===== config.mk =====
export PLATFORM = sky130hd
export DESIGN_NAME = multi_sync_filter_flat
export DESIGN_NICKNAME = d
export VERILOG_FILES = /design/src/rtl/multi_sync_filter_if.sv /design/src/rtl/multi_sync_filter.sv /design/src/flat_wrapper.sv
export SDC_FILE = /design/constraint.sdc
export NUM_CORES = 1
export LEC_CHECK = 0
export ABC_AREA = 1
export CAP_MARGIN = 5
export CORE_MARGIN = 10
export CORE_UTILIZATION = 46
export CTS_BUF_LIST = sky130_fd_sc_hd__clkbuf_8
export CTS_CLUSTER_DIAMETER = 30
export CTS_CLUSTER_SIZE = 14
export DETAILED_ROUTE_END_ITERATION = 10
export PLACE_DENSITY = 0.76
export SLEW_MARGIN = 15
export SYNTH_ARGS = -nofsm -noshare
export SYNTH_HDL_FRONTEND = slang
export SYNTH_SLANG_ARGS = --single-unit

===== constraint.sdc =====
create_clock -name i_clk -period 1 [get_ports i_clk]
set_clock_uncertainty 0.15 [all_clocks]
set_input_delay 0.1 -clock i_clk [delete_from_list [all_inputs] [get_ports i_clk]]
set_output_delay 0.1 -clock i_clk [all_outputs]
set_load 0.03 [all_outputs]

===== src/rtl/multi_sync_filter_if.sv =====
// Level-signal bundle between an asynchronous source and multi_sync_filter.
// master drives the raw levels, slave returns the synchronised, filtered and edge views.
interface multi_sync_filter_if #(
    parameter int WIDTH = 4
);
    logic [WIDTH-1:0] i_data;
    logic [WIDTH-1:0] o_sync;
    logic [WIDTH-1:0] o_filt;
    logic [WIDTH-1:0] o_rise;
    logic [WIDTH-1:0] o_fall;

    modport master (
        output i_data,
        input  o_sync,
        input  o_filt,
        input  o_rise,
        input  o_fall
    );

    modport slave (
        input  i_data,
        output o_sync,
        output o_filt,
        output o_rise,
        output o_fall
    );
endinterface


===== src/rtl/multi_sync_filter.sv =====
// Per-channel synchroniser, deglitch filter and registered edge pulses for slow async levels.
// Latency: o_sync STAGES edges, o_filt/o_rise/o_fall STAGES+FILTER_LEN edges; no backpressure.
module multi_sync_filter #(
    parameter int               WIDTH      = 4,
    parameter int               STAGES     = 2,
    parameter int               FILTER_LEN = 4,
    parameter logic [WIDTH-1:0] RST_VAL    = {WIDTH{1'b0}}
) (
    input logic               i_clk,
    input logic               i_rst_n,
    multi_sync_filter_if.slave bus
);

    localparam int             CW      = (FILTER_LEN > 1) ? $clog2(FILTER_LEN) : 1;
    localparam logic [CW-1:0]  CNT_MAX = CW'(FILTER_LEN - 1);

    logic [WIDTH-1:0] sync_q [STAGES];
    logic [WIDTH-1:0] sync_w;
    logic [CW-1:0]    cnt_q  [WIDTH];
    logic [CW-1:0]    cnt_d  [WIDTH];
    logic [WIDTH-1:0] filt_q, filt_d;
    logic [WIDTH-1:0] rise_q, rise_d;
    logic [WIDTH-1:0] fall_q, fall_d;

    // Plain flop chain: nothing may sit between stages or metastability settling time is lost.
    always_ff @(posedge i_clk or negedge i_rst_n) begin
        if (!i_rst_n) begin
            for (int s = 0; s < STAGES; s++) begin
                sync_q[s] <= RST_VAL;
            end
        end else begin
            sync_q[0] <= bus.i_data;
            for (int s = 1; s < STAGES; s++) begin
                sync_q[s] <= sync_q[s-1];
            end
        end
    end

    assign sync_w = sync_q[STAGES-1];

    always_comb begin
        filt_d = filt_q;
        for (int k = 0; k < WIDTH; k++) begin
            cnt_d[k] = '0;
            if (sync_w[k] != filt_q[k]) begin
                if (cnt_q[k] == CNT_MAX) begin
                    filt_d[k] = sync_w[k];
                end else begin
                    cnt_d[k] = cnt_q[k] + CW'(1);
                end
            end
        end
        // Pulses follow only filter acceptance, so reset and its release never create one.
        rise_d = filt_d & ~filt_q;
        fall_d = ~filt_d & filt_q;
    end

    always_ff @(posedge i_clk or negedge i_rst_n) begin
        if (!i_rst_n) begin
            filt_q <= RST_VAL;
            rise_q <= '0;
            fall_q <= '0;
            for (int k = 0; k < WIDTH; k++) begin
                cnt_q[k] <= '0;
            end
        end else begin
            filt_q <= filt_d;
            rise_q <= rise_d;
            fall_q <= fall_d;
            for (int k = 0; k < WIDTH; k++) begin
                cnt_q[k] <= cnt_d[k];
            end
        end
    end

    assign bus.o_sync = sync_w;
    assign bus.o_filt = filt_q;
    assign bus.o_rise = rise_q;
    assign bus.o_fall = fall_q;

endmodule


===== src/flat_wrapper.sv =====
// flat-port wrapper written by rule: the top's interface ports become plain ports
module multi_sync_filter_flat 
#(
    parameter int               WIDTH      = 4,
    parameter int               STAGES     = 2,
    parameter int               FILTER_LEN = 4,
    parameter logic [WIDTH-1:0] RST_VAL    = {WIDTH{1'b0}}
)
  (i_clk, i_rst_n, bus_i_data, bus_o_sync, bus_o_filt, bus_o_rise, bus_o_fall);
  multi_sync_filter_if #(.WIDTH(WIDTH)) bus_i ();
  input logic i_clk;
  input logic i_rst_n;
  input wire logic [$bits(bus_i.i_data)-1:0] bus_i_data;
  output wire logic [$bits(bus_i.o_sync)-1:0] bus_o_sync;
  output wire logic [$bits(bus_i.o_filt)-1:0] bus_o_filt;
  output wire logic [$bits(bus_i.o_rise)-1:0] bus_o_rise;
  output wire logic [$bits(bus_i.o_fall)-1:0] bus_o_fall;
  assign bus_i.i_data = bus_i_data;
  assign bus_o_sync = bus_i.o_sync;
  assign bus_o_filt = bus_i.o_filt;
  assign bus_o_rise = bus_i.o_rise;
  assign bus_o_fall = bus_i.o_fall;
  multi_sync_filter #(.WIDTH(WIDTH), .STAGES(STAGES), .FILTER_LEN(FILTER_LEN), .RST_VAL(RST_VAL)) u_core (.i_clk(i_clk), .i_rst_n(i_rst_n), .bus(bus_i));
endmodule

==> impl_metrics.py <==
metrics = {
    "clocking": {
        "cts-root-buf": "clkbuf_8",
        "cts.path.max_buffers": 2,
        "clk_latency_ns": 0.27,
        "cts_buffers": 3,
        "clk_pin_slew_worst_paths_ns": 0.09,
        "cts_hold_buf": 0,
        "clock-sinks": 28,
        "htreeDepth": 1,
        "cts_tree": "built",
    },
    "setup_path": {
        "reg2reg_setup_slack_ns": -0.06,
        "cp_slowest_cell": "dfrtp_2",
        "cp_slowest_stage_delay_ns": 0.43,
        "cp_num_buf_inv": 1,
        "crit_type": "reg -> out",
        "crit_start": "u_core.bus.o_filt[0]$_DFF_PN0_",
        "cp.arrival_ns": 0.84,
        "worst-path-max-fanout": 2,
        "reg2reg_depth": 4,
        "cp-end-kind": "output port",
        "worstPathRequired_ns": 0.75,
        "crit_chain": "buf_6",
        "worst_setup_path_start_kind": "flip-flop",
        "r2r-start": "u_core.cnt_q[2]$_DFF_PN0_",
        "crit_family": "flip-flops",
        "r2r_end": "u_core.cnt_q[2]$_DFF_PN0_",
    },
    "timing": {
        "tightest_slew_ns": 0.1499,
        "fin_crit_sh": 1.091,
        "setup_violations": 27,
        "rsz0062_at_grt": "yes",
        "fin_ws_ns": -0.09129,
        "whs_ns": 0.02853,
        "max_freq_mhz": 916.3,
        "hold_viol": 0,
        "slew_headroom": 0.9001,
        "slew_viol_final": 0,
        "post-route-min-period_ns": 1.091,
    },
    "cells_and_area": {
        "nNetsFinal": 133,
        "final_area_um2": 1580,
        "drive_gt1_frac": 0.6639,
        "n_antenna_cell": 0,
        "final_common_cell": "dfrtp_1",
        "layout_common_cells": "dfrtp_1 (24), buf_6 (21), nand2_2 (9), inv_2 (9), a21oi_2 (8)",
        "fillers": 123,
        "synthToLayoutAreaGrowth_pct": 56.12,
    },
    "placed_design": {
        "post-dp-hpwl_um": 1257,
        "gp_congestion": 0.6951,
        "placed_area_um2": 1261,
        "portBuffers": 21,
    },
    "die": {
        "ios": 22,
        "coreArea_um2": 2022,
        "fp-row-count": 16,
        "die_y_um": 66.91,
        "die_width_um": 66.91,
        "initial_core_util": 0.5006,
        "dieArea_um2": 4477,
    },
    "grt": {
        "grt_pass1_wl_um": 3312,
        "track_usage": 0.09345,
        "grt_overflow": 0,
        "grt_max_degree": 29,
        "antenna_found_initial": 0,
        "grt_pass1_vias": 752,
    },
    "route": {
        "ant_nets": 0,
        "wire_per_inst_um": 13.58,
        "vias_per_cell": 4.577,
        "drc": 0,
        "totalWireLength_um": 2023,
        "first_pass_iters": 2,
        "via_count": 682,
        "drt_iter0_drc": 22,
    },
    "power": {
        "p_leak_nw": 0.7471,
        "power_density_nw_per_um2": 2530,
        "peakVddDrop_v": 0.001573,
    },
    "synthesis": {
        "yosysUniqueCellTypes": 11,
        "syn_inst": 92,
        "yosys_warnings": 0,
        "syn-cell-area_um2": 1012,
        "synth_area_per_cell_um2": 11.00,
        "ys_seq_elements": 28,
        "yosysSeqAreaShare": 0.6922,
        "synthesis.nets": 102,
    },
    "run": {
        "cap_violations": 0,
    },
    "run_status": {
        "outcome": "complete, but fails checks",
        "violations": "negative setup slack",
    },
    "hold_path": {
        "hp-class": "in -> async",
    },
}
==> layer usage <==
| layer | wire length [um] | vias up | track usage |
|---|---|---|---|
| met3 | 135 | 2 | 0.03177 |
| met2 | 1011 | 14 | 0.1505 |
| met1 | 857 | 337 | 0.1108 |
| met4 | 19 | 0 | 0.03846 |
| li1 | - | 329 | - |
| met5 | 0 | - | 0 |
==> worst max path at each step <==
stage / end / slack (ns) / cells past startpoint
5_1_grt: bus_o_sync[0] / -0.12 / 1
6_report: bus_o_filt[0] / -0.09 / 1
2_1_floorplan: u_core.bus.o_fall[3]$_DFF_PN0_ / 0.006 / 3
3_3_place_gp: u_core.cnt_q[2]$_DFF_PN0_ / -0.03 / 4
4_1_cts: bus_o_filt[1] / -0.09 / 1
3_5_place_dp: u_core.bus.o_fall[3]$_DFF_PN0_ / -0.04 / 3
==> final cells by class <==
| cell class | count | area (um^2) | share of cell area |
|---|---|---|---|
| Timing Repair Buffer | 30 | 329.1 | 0.2082 |
| Clock buffer | 4 | 55.05 | 0.03484 |
| Sequential cell | 28 | 705.7 | 0.4466 |
| Tap cell | 27 | 33.78 | 0.02138 |
| Inverter | 20 | 90.09 | 0.05701 |
| Multi-Input combinational cell | 40 | 366.6 | 0.2320 |
==> report_power, final <==
group | switching [mW] | internal, mW
logic | 0.938 | 0.783
registers | 0.202 | 1.39
clock network | 0.332 | 0.352
==> what timing repair did <==
item | CTS | global route
gates resized for setup | 49 | 28
endpoints found under the setup margin | 26 | 35
pin swaps | 9 | 10
setup buffers | 8 | 0
==> cell usage after synthesis <==
master / count / area share
a21oi_1: 8 / 0.040
dfrtp_1: 28 / 0.69
inv_1: 19 / 0.070
o21ai_2: 1 / 0.0087
buf_4: 4 / 0.030
nand2_1: 15 / 0.056
inv_2: 1 / 0.0037
o21ai_0: 3 / 0.015
nor2_1: 8 / 0.030
ha_1: 4 / 0.049
nand2_2: 1 / 0.0062
==> logic make-up after synthesis <==
family	after synthesis	synth area share
buffers and inverters	24	0.1038
flip-flops	28	0.6922
adder cells (fa/ha/maj)	4	0.04945
AND/OR/NAND/NOR	24	0.09147
AO/OA/AOI/OAI	12	0.06304
==> state kept, by name, summed over array words and instances (netlist names) <==
register	cells
u_core.bus.o_sync	4
u_core.sync_q	4
u_core.bus.o_rise	4
u_core.bus.o_filt	4
u_core.bus.o_fall	4
u_core.cnt_q	8
==> per-stage QoR <==
stage / cells / setup slack, ns / setup TNS [ns] / power [mW] / utilization
2_1_floorplan: 92 / 0.006028 / 0 / 2.285 / -
3_3_place_gp: 137 / -0.03088 / -0.09478 / 2.592 / 0.6238
3_5_place_dp: 137 / -0.04291 / -0.2956 / 2.649 / 0.6238
4_1_cts: 149 / -0.08804 / -1.290 / 3.800 / 0.7469
5_1_grt: 149 / -0.1192 / -2.284 / 4.253 / 0.7816
6_report: 149 / -0.09129 / -1.293 / 3.998 / 0.7816
(Power assumes the default switching activity.)
